==> src/rtl/udp_rx_pkg.sv <==
// rtl/udp_rx_pkg.sv - shared types, header default and width helpers for the UDP video unpacker
package udp_rx_pkg;

  typedef enum logic {
    IDLE = 1'b0,
    RECV = 1'b1
  } rx_state_e;

  localparam logic [31:0] FRAME_HEAD_DEF = 32'hF3ED7A93;

  function automatic int clog2_min1(input int v);
    return (v > 1) ? $clog2(v) : 1;
  endfunction

  function automatic int lane_bits(input int pix_bytes);
    return clog2_min1(pix_bytes);
  endfunction

  function automatic int pix_x_bits(input int h_active);
    return clog2_min1(h_active);
  endfunction

endpackage

==> src/rtl/udp_rx_head_det.sv <==
// rtl/udp_rx_head_det.sv - 32-bit header matcher over the incoming byte stream
module udp_rx_head_det
  import udp_rx_pkg::*;
#(
  parameter logic [31:0] HEAD = FRAME_HEAD_DEF
) (
  input  logic       clk,
  input  logic       rstn,
  input  logic       en_i,
  input  logic       clr_i,
  input  logic [7:0] byte_i,
  output logic       match_o
);

  // Only the three previous bytes need storing; the fourth is the live input.
  logic [23:0] sr_q;

  always_ff @(posedge clk or negedge rstn) begin
    if (!rstn) begin
      sr_q <= '0;
    end else if (clr_i) begin
      sr_q <= '0;
    end else if (en_i) begin
      sr_q <= {sr_q[15:0], byte_i};
    end
  end

  assign match_o = en_i && ({sr_q, byte_i} == HEAD);

endmodule

==> src/rtl/udp_rx_vid_unpack.sv <==
// rtl/udp_rx_vid_unpack.sv - header hunt, pixel packing, line tracking and frame status
module udp_rx_vid_unpack
  import udp_rx_pkg::*;
#(
  parameter logic [31:0] FRAME_HEAD  = FRAME_HEAD_DEF,
  parameter int          PIX_BYTES   = 2,
  parameter int          H_ACTIVE    = 1280,
  parameter int          TIMEOUT_CYC = 4096
) (
  input  logic                   rstn,
  input  logic                   app_rx_clk,
  input  logic                   app_rx_data_valid,
  input  logic [7:0]             app_rx_data,
  input  logic [24:0]            app_rx_data_total,
  output logic                   vid_vs,
  output logic                   vid_hs,
  output logic                   vid_de,
  output logic [PIX_BYTES*8-1:0] vid_data,
  output logic [15:0]            vid_line,
  output logic                   frame_done,
  output logic                   frame_err
);

  localparam int PW = PIX_BYTES * 8;
  localparam int LW = lane_bits(PIX_BYTES);
  localparam int XW = pix_x_bits(H_ACTIVE);
  localparam int IW = clog2_min1(TIMEOUT_CYC);
  localparam logic [LW-1:0] LANE_LAST = LW'(PIX_BYTES - 1);
  localparam logic [XW-1:0] X_LAST    = XW'(H_ACTIVE - 1);
  localparam logic [IW-1:0] IDLE_LAST = IW'(TIMEOUT_CYC - 1);

  rx_state_e     state_q, state_d;
  logic [24:0]   total_q, total_d;
  logic [24:0]   byte_cnt_q, byte_cnt_d;
  logic [PW-1:0] pix_sr_q, pix_sr_d;
  logic [LW-1:0] lane_q, lane_d;
  logic [XW-1:0] pix_x_q, pix_x_d;
  logic [15:0]   line_q, line_d;
  logic [IW-1:0] idle_cnt_q, idle_cnt_d;
  logic          vs_q, vs_d, hs_q, hs_d, de_q, de_d;
  logic          done_q, done_d, err_q, err_d;
  logic [PW-1:0] data_q, data_d;
  logic [15:0]   vid_line_q, vid_line_d;

  logic          head_match;
  logic [PW-1:0] pix_next;

  udp_rx_head_det #(.HEAD(FRAME_HEAD)) u_head_det (
    .clk     (app_rx_clk),
    .rstn    (rstn),
    .en_i    (app_rx_data_valid && (state_q == IDLE)),
    .clr_i   (head_match),
    .byte_i  (app_rx_data),
    .match_o (head_match)
  );

  // Newest byte lands in the LSBs so the first byte of a pixel ends up in the MSBs.
  assign pix_next = PW'({pix_sr_q, app_rx_data});

  always_comb begin
    state_d    = state_q;
    total_d    = total_q;
    byte_cnt_d = byte_cnt_q;
    pix_sr_d   = pix_sr_q;
    lane_d     = lane_q;
    pix_x_d    = pix_x_q;
    line_d     = line_q;
    idle_cnt_d = idle_cnt_q;
    vid_line_d = vid_line_q;
    vs_d       = 1'b0;
    hs_d       = 1'b0;
    de_d       = 1'b0;
    data_d     = '0;
    done_d     = 1'b0;
    err_d      = 1'b0;

    case (state_q)
      IDLE: begin
        if (head_match) begin
          total_d    = app_rx_data_total;
          byte_cnt_d = '0;
          pix_sr_d   = '0;
          lane_d     = '0;
          pix_x_d    = '0;
          line_d     = '0;
          idle_cnt_d = '0;
          vs_d       = 1'b1;
          if (app_rx_data_total == 25'd0) begin
            done_d = 1'b1;
          end else begin
            state_d = RECV;
          end
        end
      end
      RECV: begin
        if (app_rx_data_valid) begin
          idle_cnt_d = '0;
          pix_sr_d   = pix_next;
          byte_cnt_d = byte_cnt_q + 25'd1;
          if (lane_q == LANE_LAST) begin
            lane_d     = '0;
            de_d       = 1'b1;
            data_d     = pix_next;
            hs_d       = (pix_x_q == '0);
            vid_line_d = line_q;
            if (pix_x_q == X_LAST) begin
              pix_x_d = '0;
              line_d  = line_q + 16'd1;
            end else begin
              pix_x_d = pix_x_q + XW'(1);
            end
          end else begin
            lane_d = lane_q + LW'(1);
          end
          if (byte_cnt_q == total_q - 25'd1) begin
            state_d = IDLE;
            if (lane_q == LANE_LAST) begin
              done_d = 1'b1;
            end else begin
              err_d = 1'b1;
            end
          end
        end else if (idle_cnt_q == IDLE_LAST) begin
          err_d   = 1'b1;
          state_d = IDLE;
        end else begin
          idle_cnt_d = idle_cnt_q + IW'(1);
        end
      end
      default: state_d = IDLE;
    endcase
  end

  always_ff @(posedge app_rx_clk or negedge rstn) begin
    if (!rstn) begin
      state_q    <= IDLE;
      total_q    <= '0;
      byte_cnt_q <= '0;
      pix_sr_q   <= '0;
      lane_q     <= '0;
      pix_x_q    <= '0;
      line_q     <= '0;
      idle_cnt_q <= '0;
      vid_line_q <= '0;
      vs_q       <= 1'b0;
      hs_q       <= 1'b0;
      de_q       <= 1'b0;
      data_q     <= '0;
      done_q     <= 1'b0;
      err_q      <= 1'b0;
    end else begin
      state_q    <= state_d;
      total_q    <= total_d;
      byte_cnt_q <= byte_cnt_d;
      pix_sr_q   <= pix_sr_d;
      lane_q     <= lane_d;
      pix_x_q    <= pix_x_d;
      line_q     <= line_d;
      idle_cnt_q <= idle_cnt_d;
      vid_line_q <= vid_line_d;
      vs_q       <= vs_d;
      hs_q       <= hs_d;
      de_q       <= de_d;
      data_q     <= data_d;
      done_q     <= done_d;
      err_q      <= err_d;
    end
  end

  assign vid_vs     = vs_q;
  assign vid_hs     = hs_q;
  assign vid_de     = de_q;
  assign vid_data   = data_q;
  assign vid_line   = vid_line_q;
  assign frame_done = done_q;
  assign frame_err  = err_q;

endmodule

==> config.mk <==
export PLATFORM = sky130hd
export DESIGN_NAME = udp_rx_vid_unpack
export DESIGN_NICKNAME = d
export VERILOG_FILES = /design/src/rtl/udp_rx_pkg.sv /design/src/rtl/udp_rx_head_det.sv /design/src/rtl/udp_rx_vid_unpack.sv
export SDC_FILE = /design/constraint.sdc
export NUM_CORES = 1
export LEC_CHECK = 0
export BUFFER_PORTS_ARGS = -buffer_cell sky130_fd_sc_hd__buf_2
export CAP_MARGIN = 20
export CORE_MARGIN = 2
export CORE_UTILIZATION = 60
export DETAILED_ROUTE_END_ITERATION = 10
export PLACE_DENSITY_LB_ADDON = 0.1
export SLEW_MARGIN = 10
export SYNTH_ARGS = -nofsm -noshare
export SYNTH_HDL_FRONTEND = slang
export SYNTH_SLANG_ARGS = --single-unit
==> constraint.sdc <==
create_clock -name app_rx_clk -period 3.31 [get_ports app_rx_clk]
set_input_delay 0.8275 -clock app_rx_clk [delete_from_list [all_inputs] [get_ports app_rx_clk]]
set_output_delay 0.8275 -clock app_rx_clk [all_outputs]
set_load 0.1 [all_outputs]
==> impl_metrics.csv, run 1 <==
group,metric,value,unit
worst_setup_path,worstSetupEndpoint,"state_q",
pwr,power.static_leakage,4.42,nW
global_routing,grt_start_max_net_pins,80,
worst_setup_path,crit_chain,"inv_1 > ha_1 > nor4b_1 > nand4_1 > buf_4 > nor4_1 > o22ai_1 > nor4_2 > o2111ai_1 > a32o_2",
final_layout,insertedDiodeCount,0,
hold_path,worstHoldPathType,"in -> async",
floorplan,io-pin-count,73,
worst_setup_path,rr_worst_depth,10,
placement,portBuffers,72,
floorplan,core_area,12700,um^2
synthesis,yosysTopAreaCell,"sky130_fd_sc_hd__dfrtp_1",
synthesis,netlist_area,7860,um^2
worst_setup_path,r2r-end,"state_q",
synthesis,post_synth_mux_area_share,0.0116,
placement,post_dp_cell_area,8430,um^2
global_routing,wire_length_of_the_first_global_routing_pass,30.8,mm
final_layout,synthToLayoutAreaGrowth,15.4,%
cts,tritoncts,"built",
worst_setup_path,critical_path_stages,10,
global_routing,grt_overflow,0,
worst_setup_path,criticalPathCategory,"reg -> reg",
cts,ctsRootBufferMaster,"sky130_fd_sc_hd__clkbuf_16",
timing,rsz0062_at_grt,"no",
route,route.antenna.remaining_nets,0,
synthesis,synth-main-ff-cell,"sky130_fd_sc_hd__dfrtp_1",
synthesis,async_sr_flop_fraction,1.00,
route,drt-vias-per-instance,5.88,
worst_setup_path,crit_required,3630,ps
pwr,total_power_divided_by_cell_area,459,nW/um^2
synthesis,yosys.cell_count.top_type,"sky130_fd_sc_hd__nand2_1",
worst_setup_path,critPathBufInv,2,
cts,cts_num_sinks,160,
final_layout,layout-drive-gt1-share,0.159,
timing,fmax,335,MHz
worst_setup_path,cell_family_contributing_the_most_delay_on_the_critical_path,"simple AND/OR/NAND/NOR gates",
synthesis,synth.top_cells.by_area,"sky130_fd_sc_hd__dfrtp_1 (51%), sky130_fd_sc_hd__nand2_1 (11%), sky130_fd_sc_hd__o21ai_0 (4.5%)",
synthesis,ys_top_cells_by_count,"sky130_fd_sc_hd__nand2_1 (222), sky130_fd_sc_hd__dfrtp_1 (160), sky130_fd_sc_hd__o21ai_0 (70)",
synthesis,synth-compound-area-share,0.106,
timing,clock_skew,8.26,ps
floorplan,die-area,14000,um^2
route,wirelength,18.3,mm
worst_setup_path,critical_path.max_stage_delay,470,ps
timing,post-route-period-util,0.903,
synthesis,yosysUniqueCellTypes,69,
worst_setup_path,maximum_fanout_encountered_on_the_critical_timing_path,6,
worst_setup_path,type_of_element_capturing_the_critical_path,"register",
timing,final_period_minus_worst_setup_slack,2990,ps
cts,tritoncts.num_buffers,17,
synthesis,synth_simple_gate_area_share,0.278,
synthesis,post_synth_inst_count,855,
route,routedWlPerCell,16.4,um
synthesis,synth_warnings,0,
global_routing,first_global_vias,6465,
cts,clk_path_buf_depth,2,
route,vias,6563,
cts,htree_levels,4,
timing,maxSlewViolCount,0,
global_routing,antenna_found_initial,0,
placement,place_congestion,0.912,
synthesis,synth-xor-area-share,0.0513,
timing,maxSlewHeadroom,0.455,
timing,hold_violations,0,
synthesis,yosysSeqAreaShare,0.510,
route,drt_iter0_drc,650,
route,total_iterations_of_the_first_detailed_routing_run,5,
synthesis,flip_flop_and_latch_count_after_synthesis,160,
timing,report.final.setup_viol,0,
worst_setup_path,critPathSlowestCell,"sky130_fd_sc_hd__nor4_2",
floorplan,initial_utilization,0.618,
outcome,result_of_the_run,"finished, final reports clean",
synthesis,synth_net_count,897,
final_layout,design.final.nets,974,
worst_setup_path,timing.critical_path.from_type,"register",
final_layout,layout.cell_area.non_filler,9070,um^2
placement,post-dp-hpwl,12.6,mm
pwr,total_power,0.00416,W
worst_setup_path,timing.reg2reg.setup_slack,320,ps
route,post-route-drc-count,0,
worst_setup_path,worst_setup_path_startpoint,"total_q[0]",
worst_setup_path,worstPathArrival,3310,ps
job,total_of_max_cap_violations,0,
cts,clk_latency,440,ps
floorplan,std_cell_rows,41,
worst_setup_path,worst_r2r_startpoint,"total_q[0]",
synthesis,main_combinational_cell_family_by_area_after_synthesis,"simple AND/OR/NAND/NOR gates",
cts,clkSlewWorstSetupHoldPaths,60,ps
timing,tightest_slew,815,ps
synthesis,post_synth.cell_area_avg,9.19,um^2
floorplan,die_width,118,um
synthesis,yosysTopAreaCellShare,0.510,
synthesis,synth-edff-count,0,
pwr,vdd.ir_drop.worst,0.359,mV
synthesis,yosys.area_share.adder,0.00956,
global_routing,grt_usage,0.273,
cts,cts_hold_repair.buffers,0,
floorplan,dieHeight,118,um
[stage by stage]
step	hold WS, ps	setup TNS [ps]	util	setup WS (ps)	cells
6_report	426	0	0.713	321	1117
5_1_grt	491	0	0.713	89.1	1117
3_3_place_gp	441	-124	0.663	-24.3	1082
2_1_floorplan	430	0	-	537	855
4_1_cts	458	0	0.711	219	1114
3_5_place_dp	455	-512	0.663	-128	1082
[metal layers]
metal  wire length (um)  GRT usage  up-vias
met1               8120      0.361     3211
met2               8810      0.439      195
li1                   -          -     3115
met5                  0          0        -
met3                812     0.0613       42
met4                569      0.108        0
[worst min-delay path by stage]
stage / to / slack (ps)
6_report: total_q[9] / 430
5_1_grt: total_q[9] / 490
4_1_cts: total_q[8] / 460
3_5_place_dp: pix_sr_q[0] / 450
3_3_place_gp: pix_sr_q[2] / 440
2_1_floorplan: pix_sr_q[0] / 430
[layout by cell type, fill, tap and decap left out, drive strengths merged, types with 19 or more instances in the layout]
cell type / instances
nand4: 19
nand3: 42
inv: 26
and2: 21
xnor2: 25
dfrtp: 160
nor2: 44
buf: 97
nand2: 222
xor2: 21
o21ai: 71
[power by group]
part	internal, W	switching (W)
logic	0.0000406	0.0000845
registers	0.00199	0.0000241
clock network	0.00120	0.000824
total	0.00323	0.000933
[registers in the layout, indices dropped and copies added, names as in the netlist, 8 cells and up]
register	flops
vid_line	16
line_q	16
byte_cnt_q	25
u_head_det.sr_q	24
vid_data	16
total_q	25
pix_sr_q	8
pix_x_q	11
idle_cnt_q	12
[what timing repair did]
action | in CTS | in global routing
setup endpoints to repair | 0 | 3
buffers inserted | 0 | 2
resized for setup | 0 | 0
[area by class of cell]
class	instances	area (um^2)
Sequential cell	160	4000
Fill cell	1029	3660
Multi-Input combinational cell	635	3590
Timing Repair Buffer	97	567
Clock buffer	18	429
Tap cell	172	215
Clock inverter	14	181
Inverter	21	78.8
[cell families after synthesis]
group | count (synthesis)
and+or+nand+nor | 443
DFF | 160
AOI/OAI and AO/OA | 131
buffers and inverters | 60
xor gates and xnor gates | 46
muxes | 9
adders and majority gates | 6
(Power assumes the default switching activity.)
==> run 2: changes to the inputs <==
--- a/config.mk
+++ b/config.mk
@@ -5,10 +5,10 @@
 export SDC_FILE = /design/constraint.sdc
 export NUM_CORES = 1
 export LEC_CHECK = 0
+export ABC_AREA = 1
 export BUFFER_PORTS_ARGS = -buffer_cell sky130_fd_sc_hd__buf_2
 export CAP_MARGIN = 20
-export CORE_MARGIN = 2
-export CORE_UTILIZATION = 60
+export CORE_UTILIZATION = 61
 export DETAILED_ROUTE_END_ITERATION = 10
 export PLACE_DENSITY_LB_ADDON = 0.1
 export SLEW_MARGIN = 10
==> impl_metrics.csv, run 2 <==
group,metric,value,unit
cts,tritoncts,"built",
worst_setup_path,crit_required,3620,ps
worst_setup_path,maximum_fanout_encountered_on_the_critical_timing_path,28,
pwr,p_switching,0.000930,W
synthesis,synth.top_cells.by_area,"sky130_fd_sc_hd__dfrtp_1 (45%), sky130_fd_sc_hd__nand2_1 (13%), sky130_fd_sc_hd__inv_1 (6.4%)",
worst_setup_path,worst_setup_path_startpoint,"u_head_det.sr_q[12]",
route,drt-vias-per-instance,5.51,
cts,post_cts.resized_instances,0,
placement,portBuffers,72,
floorplan,die_width,122,um
cts,post_cts_buffers,0,
floorplan,initial_utilization,0.631,
route,post-route-drc-count,0,
route,drt_iter0_drc,602,
synthesis,synth-edff-count,0,
placement,place_congestion,0.938,
final_layout,largestRegisters,"byte_cnt_q (25), total_q (25), u_head_det.sr_q (24)",
timing,post-route-period-util,0.782,
floorplan,std_cell_rows,43,
synthesis,synth_warnings,0,
global_routing,first_global_vias,7366,
timing,tightest_slew,752,ps
pwr,p_comb_frac,0.034,
timing,fmax,387,MHz
floorplan,io-pin-count,73,
global_routing,grt_usage,0.304,
worst_setup_path,type_of_element_capturing_the_critical_path,"register",
route,route.antenna.remaining_nets,0,
final_layout,design.final.nets,1278,
global_routing,grt_overflow,0,
cts,clk_latency,420,ps
pwr,total_power,0.00420,W
synthesis,yosysTopAreaCellShare,0.452,
cts,cts_num_sinks,160,
job,total_of_max_cap_violations,0,
floorplan,core_area,14000,um^2
route,total_iterations_of_the_first_detailed_routing_run,5,
timing,final_period_minus_worst_setup_slack,2590,ps
pwr,power.static_leakage,5.13,nW
global_routing,wire_length_of_the_first_global_routing_pass,35.3,mm
timing,finalWorstSetupSlack,723,ps
worst_setup_path,criticalPathCategory,"reg -> reg",
worst_setup_path,timing.reg2reg.setup_slack,720,ps
final_layout,synthToLayoutAreaGrowth,12.6,%
synthesis,post_synth.cell_area_avg,7.58,um^2
synthesis,synth_net_count,1211,
pwr,total_power_divided_by_cell_area,421,nW/um^2
synthesis,netlist_area,8860,um^2
cts,ctsRootBufferMaster,"sky130_fd_sc_hd__clkbuf_16",
synthesis,yosys.cell_count.top_type,"sky130_fd_sc_hd__nand2_1",
placement,place.detailed.instances,1397,
final_layout,insertedDiodeCount,0,
cts,cts_hold_repair.buffers,0,
global_routing,antenna_found_initial,0,
timing,maxSlewViolCount,0,
outcome,result_of_the_run,"finished, final reports clean",
route,wirelength,21.4,mm
worst_setup_path,timing.critical_path.from_type,"register",
synthesis,synth-main-ff-cell,"sky130_fd_sc_hd__dfrtp_1",
hold_path,worstHoldPathType,"in -> async",
placement,dp_worst_setup_slack,400,ps
cts,clk_path_buf_depth,2,
timing,rsz0062_at_grt,"no",
worst_setup_path,r2r-end,"byte_cnt_q[24]",
timing,setup_tns,0,ps
worst_setup_path,worst_r2r_startpoint,"u_head_det.sr_q[12]",
synthesis,yosysUniqueCellTypes,45,
final_layout,mostFrequentLayoutCells,"sky130_fd_sc_hd__nand2_1 (312), sky130_fd_sc_hd__dfrtp_1 (160), sky130_fd_sc_hd__inv_1 (152), sky130_fd_sc_hd__nor2_1 (109), sky130_fd_sc_hd__o21ai_0 (93)",
pwr,power_switching_share,0.221,
synthesis,post_synth_inst_count,1169,
route,vias,7868,
floorplan,die-area,15000,um^2
route,routedWlPerCell,15.0,um
final_layout,layout-drive-gt1-share,0.123,
pwr,power.clock.fraction,0.487,
synthesis,yosysTopAreaCell,"sky130_fd_sc_hd__dfrtp_1",
pwr,sequentialPowerShare,0.479,
synthesis,ys_top_cells_by_count,"sky130_fd_sc_hd__nand2_1 (312), sky130_fd_sc_hd__dfrtp_1 (160), sky130_fd_sc_hd__inv_1 (152)",
timing,hold_violations,0,
pwr,vdd.ir_drop.worst,0.422,mV
timing,maxSlewHeadroom,0.494,
floorplan,dieHeight,122,um
timing,report.final.setup_viol,0,
timing,timing.hold.ws,420,ps
cts,tritoncts.num_buffers,17,
cts,clkSlewWorstSetupHoldPaths,60,ps
synthesis,flip_flop_and_latch_count_after_synthesis,160,
final_layout,finalNonFillerCells,1428,
synthesis,async_sr_flop_fraction,1.00,
final_layout,mostFrequentLayoutCell,"sky130_fd_sc_hd__nand2_1",
synthesis,yosysSeqAreaShare,0.452,
placement,post-dp-hpwl,15.7,mm
worst_setup_path,rr_worst_depth,9,
worst_setup_path,worstPathArrival,2900,ps
cts,htree_levels,4,
timing,clock_skew,7.20,ps
pwr,cellInternalPower,0.00327,W
global_routing,grt_start_max_net_pins,76,
[run 2: cell types whose count changed after synthesis, sizes merged, moves of 13 or more]
cell / before / now
clkbuf: 31 / 18
o21ai: 71 / 100
nand4: 19 / 38
xnor2: 25 / 4
and2: 21 / 1
nand2: 222 / 322
nor2: 44 / 125
or3: 14 / 0
nand3: 42 / 88
inv: 21 / 160
[run 2: power by group through the flow]
| stage | registers [W] | clock network (W) | logic (W) |
|---|---|---|---|
| final | 0.00201 | 0.00204 | 0.000144 |
| after global routing | 0.00202 | 0.00214 | 0.000168 |
| after CTS | 0.00201 | 0.00206 | 0.000147 |
| after detailed placement | 0.00205 | 0 | 0.000146 |
| after global placement | 0.00205 | 0 | 0.000142 |
| after floorplan | 0.00204 | 0 | 0.0000608 |
[run 2: worst max-delay path, stage by stage (launching register included)]
cell                      delay, ps
sky130_fd_sc_hd__dfrtp_1        350
sky130_fd_sc_hd__inv_1          110
sky130_fd_sc_hd__nand4_1        100
sky130_fd_sc_hd__nor4_1         470
sky130_fd_sc_hd__nand3_2        310
sky130_fd_sc_hd__buf_4          330
sky130_fd_sc_hd__inv_1          490
sky130_fd_sc_hd__o21ai_0        140
sky130_fd_sc_hd__o21ai_0        110
sky130_fd_sc_hd__inv_1           60
[run 2: per-layer routing]
layer	up-vias	track usage	wire length [um]
li1	3913	-	-
met1	3717	0.428	9920
met2	202	0.472	9880
met3	36	0.0623	1120
met4	0	0.0953	450
met5	-	0	0
[run 2: area by class of cell]
| cell class | instances | area [um^2] |
|---|---|---|
| Multi-Input combinational cell | 813 | 4070 |
| Fill cell | 1158 | 4070 |
| Sequential cell | 160 | 4000 |
| Inverter | 162 | 616 |
| Clock buffer | 21 | 460 |
| Timing Repair Buffer | 82 | 454 |
| Tap cell | 180 | 225 |
| Clock inverter | 10 | 149 |
[run 2: how the worst max path moves through the flow]
stage	end	slack, ps	cells after the start
4_1_cts	byte_cnt_q[24]	670	9
3_3_place_gp	byte_cnt_q[24]	440	10
2_1_floorplan	line_q[10]	1170	11
3_5_place_dp	byte_cnt_q[24]	400	10
6_report	byte_cnt_q[24]	720	9
5_1_grt	byte_cnt_q[24]	420	9
[run 2: through the flow]
| stage | instance area (um^2) | util |
|---|---|---|
| after floorplan | 8860 | - |
| after global placement | 9370 | 0.667 |
| after detailed placement | 9370 | 0.667 |
| after CTS | 9980 | 0.710 |
| after global routing | 9980 | 0.710 |
| final | 9980 | 0.710 |
[run 2: logic make-up (layout without fill, tap and decap cells)]
group | count (synthesis) | after routing | synth area share
adders and majority gates | 6 | 6 | 0.00848
xor gates and xnor gates | 35 | 35 | 0.0362
muxes | 3 | 3 | 0.00339
and+or+nand+nor | 616 | 616 | 0.317
DFF | 160 | 160 | 0.452
buffers and inverters | 196 | 275 | 0.0886
AOI/OAI and AO/OA | 153 | 153 | 0.0941
==> run 3: changes to the inputs <==
--- a/config.mk
+++ b/config.mk
@@ -5,10 +5,10 @@
 export SDC_FILE = /design/constraint.sdc
 export NUM_CORES = 1
 export LEC_CHECK = 0
-export ABC_AREA = 1
+export ABC_AREA = 0
 export BUFFER_PORTS_ARGS = -buffer_cell sky130_fd_sc_hd__buf_2
 export CAP_MARGIN = 20
-export CORE_UTILIZATION = 61
+export CORE_UTILIZATION = 60
 export DETAILED_ROUTE_END_ITERATION = 10
 export PLACE_DENSITY_LB_ADDON = 0.1
 export SLEW_MARGIN = 10
==> constraint.sdc (replaced) <==
create_clock -name app_rx_clk -period 2.4 [get_ports app_rx_clk]
set_input_delay 0.6 -clock app_rx_clk [delete_from_list [all_inputs] [get_ports app_rx_clk]]
set_output_delay 0.6 -clock app_rx_clk [all_outputs]
set_load 0.1 [all_outputs]
==> impl_metrics.csv, run 3 (synthesized netlist as in run 1, its figures left out) <==
group,metric,value,unit
final_layout,synthToLayoutAreaGrowth,26.2,%
floorplan,die_width,116,um
route,drt-vias-per-instance,5.86,
worst_setup_path,crit_required,2770,ps
outcome,result_of_the_run,"complete, but fails checks",
timing,post-route-period-util,1.10,
outcome,failed_checks,"setup timing",
cts,tritoncts,"built",
final_layout,mostFrequentLayoutCells,"sky130_fd_sc_hd__nand2_1 (221), sky130_fd_sc_hd__dfrtp_1 (160), sky130_fd_sc_hd__buf_4 (82), sky130_fd_sc_hd__buf_2 (71), sky130_fd_sc_hd__o21ai_0 (61)",
route,met2WireLength,10.3,mm
pwr,total_power_divided_by_cell_area,569,nW/um^2
floorplan,std_cell_rows,41,
cts,clk_latency,430,ps
floorplan,dieHeight,116,um
route,dr.max_layer_used,"met4",
timing,tightest_slew,747,ps
worst_setup_path,rr_worst_depth,8,
floorplan,initial_utilization,0.620,
global_routing,antenna_found_initial,0,
pwr,vdd.ir_drop.worst,0.541,mV
placement,place_congestion,0.925,
timing,finalWorstSetupSlack,-249,ps
timing,clock_skew,6.91,ps
final_layout,insertedDiodeCount,0,
cts,tritoncts.num_buffers,17,
global_routing,wire_length_of_the_first_global_routing_pass,32.9,mm
timing,setup_tns,-811,ps
worst_setup_path,type_of_element_capturing_the_critical_path,"register",
timing,hold_violations,0,
cts,htree_levels,4,
cts,cts_num_sinks,160,
global_routing,grt_usage,0.320,
floorplan,die-area,13600,um^2
route,routedWlPerCell,17.2,um
final_layout,fillerInstances,859,
final_layout,design.final.nets,1042,
route,vias,6945,
final_layout,multi_input_logic_area,3880,um^2
final_layout,regArea,4000,um^2
route,total_iterations_of_the_first_detailed_routing_run,6,
worst_setup_path,criticalPathCategory,"reg -> reg",
worst_setup_path,worst_r2r_startpoint,"total_q[16]",
floorplan,core_area,12700,um^2
route,drt_iter0_drc,645,
route,route.antenna.remaining_nets,0,
cts,ctsRootBufferMaster,"sky130_fd_sc_hd__clkbuf_16",
global_routing,first_global_vias,6925,
timing,rsz0062_at_grt,"yes",
hold_path,worstHoldPathType,"in -> async",
cts,clkSlewWorstSetupHoldPaths,70,ps
timing,fmax,378,MHz
worst_setup_path,r2r-end,"state_q",
job,total_of_max_cap_violations,0,
floorplan,io-pin-count,73,
global_routing,grt_start_max_net_pins,54,
final_layout,fin_util,0.782,
route,wirelength,20.4,mm
route,post-route-drc-count,0,
timing,report.final.setup_viol,6,
placement,portBuffers,72,
route,routed-wl-met3,1.13,mm
timing,final_period_minus_worst_setup_slack,2650,ps
placement,post-dp-hpwl,13.9,mm
route,met1Wirelength,8.32,mm
final_layout,largestRegisters,"byte_cnt_q (25), total_q (25), u_head_det.sr_q (24)",
final_layout,mostFrequentLayoutCell,"sky130_fd_sc_hd__nand2_1",
worst_setup_path,maximum_fanout_encountered_on_the_critical_timing_path,8,
timing,maxSlewHeadroom,0.501,
worst_setup_path,timing.critical_path.from_type,"register",
pwr,power.static_leakage,4.82,nW
timing,maxSlewViolCount,0,
worst_setup_path,timing.reg2reg.setup_slack,-250,ps
final_layout,layout-drive-gt1-share,0.254,
worst_setup_path,worstPathArrival,3020,ps
global_routing,grt_overflow,0,
cts,clk_path_buf_depth,2,
-- run 3: cell types whose count changed in the layout (fill, tap and decap cells not counted), moves of 19 or more --
cell	before	now
sky130_fd_sc_hd__a21oi_1	28	8
sky130_fd_sc_hd__nor2_1	109	41
sky130_fd_sc_hd__inv_1	152	20
sky130_fd_sc_hd__xnor2_1	4	23
sky130_fd_sc_hd__nand3_1	86	41
sky130_fd_sc_hd__o21ai_0	93	61
sky130_fd_sc_hd__and2_1	1	20
sky130_fd_sc_hd__nand4_1	37	18
sky130_fd_sc_hd__buf_4	9	82
sky130_fd_sc_hd__nand2_1	312	221
-- run 3: how the worst max path moves through the flow --
| stage | from | to | depth (start not counted) |
|---|---|---|---|
| 2_1_floorplan | total_q[15] | state_q | 8 |
| 3_3_place_gp | app_rx_data[3] | line_q[13] | 9 |
| 3_5_place_dp | app_rx_data[3] | line_q[5] | 9 |
| 4_1_cts | total_q[0] | state_q | 11 |
| 5_1_grt | total_q[0] | frame_err | 12 |
| 6_report | total_q[16] | state_q | 8 |
-- run 3: cell type report --
cell class | count | share of cell area
flip-flops and latches | 160 | 0.404
repair buffers | 164 | 0.116
clock inverters | 12 | 0.0122
inverters | 21 | 0.00871
multi-input cells | 636 | 0.391
well taps | 172 | 0.0217
clock buffers | 20 | 0.0461
-- run 3: stage by stage --
step / instances / instance area, um^2 / total power, W / hold WS, ps / setup WS, ps
final: 1185 / 9910 / 0.00564 / 124 / -249
after global routing: 1185 / 9910 / 0.00579 / 163 / -362
after floorplan: 855 / 7960 / 0.00287 / 304 / -298
after detailed placement: 1147 / 9060 / 0.00301 / 448 / -372
after global placement: 1147 / 9060 / 0.00301 / 442 / -278
after CTS: 1183 / 9730 / 0.00566 / 144 / -269
-- run 3: repair_timing --
action	CTS	global route
hold buffers	0	0
endpoints found under the setup margin	108	35
cloned	1	0
pin swaps	8	16
buffers inserted	3	2
resized for setup	12	40
-- run 3: power by group --
group | total (W) | leakage (nW) | internal, W | switching (W)
Combinational | 0.000195 | 2.39 | 0.0000739 | 0.000121
Clock | 0.00267 | 0.276 | 0.00151 | 0.00116
Sequential | 0.00277 | 2.15 | 0.00274 | 0.0000327
Total | 0.00564 | 4.82 | 0.00432 | 0.00132
-- run 3: worst max-delay path, stage by stage, from the launching register on --
cell and delay (ps):
sky130_fd_sc_hd__dfrtp_1 380, sky130_fd_sc_hd__or4_4 550, sky130_fd_sc_hd__buf_4 150, sky130_fd_sc_hd__buf_4 150, sky130_fd_sc_hd__o311a_2 380, sky130_fd_sc_hd__nor4_1 560
sky130_fd_sc_hd__a2111oi_4 110, sky130_fd_sc_hd__o2111ai_1 120, sky130_fd_sc_hd__a32o_2 180
-- run 3: metal layers --
| metal | vias up | GRT usage |
|---|---|---|
| met5 | - | 0 |
| met4 | 0 | 0.147 |
| met3 | 55 | 0.0654 |
| met2 | 242 | 0.546 |
| met1 | 3390 | 0.390 |
| li1 | 3258 | - |
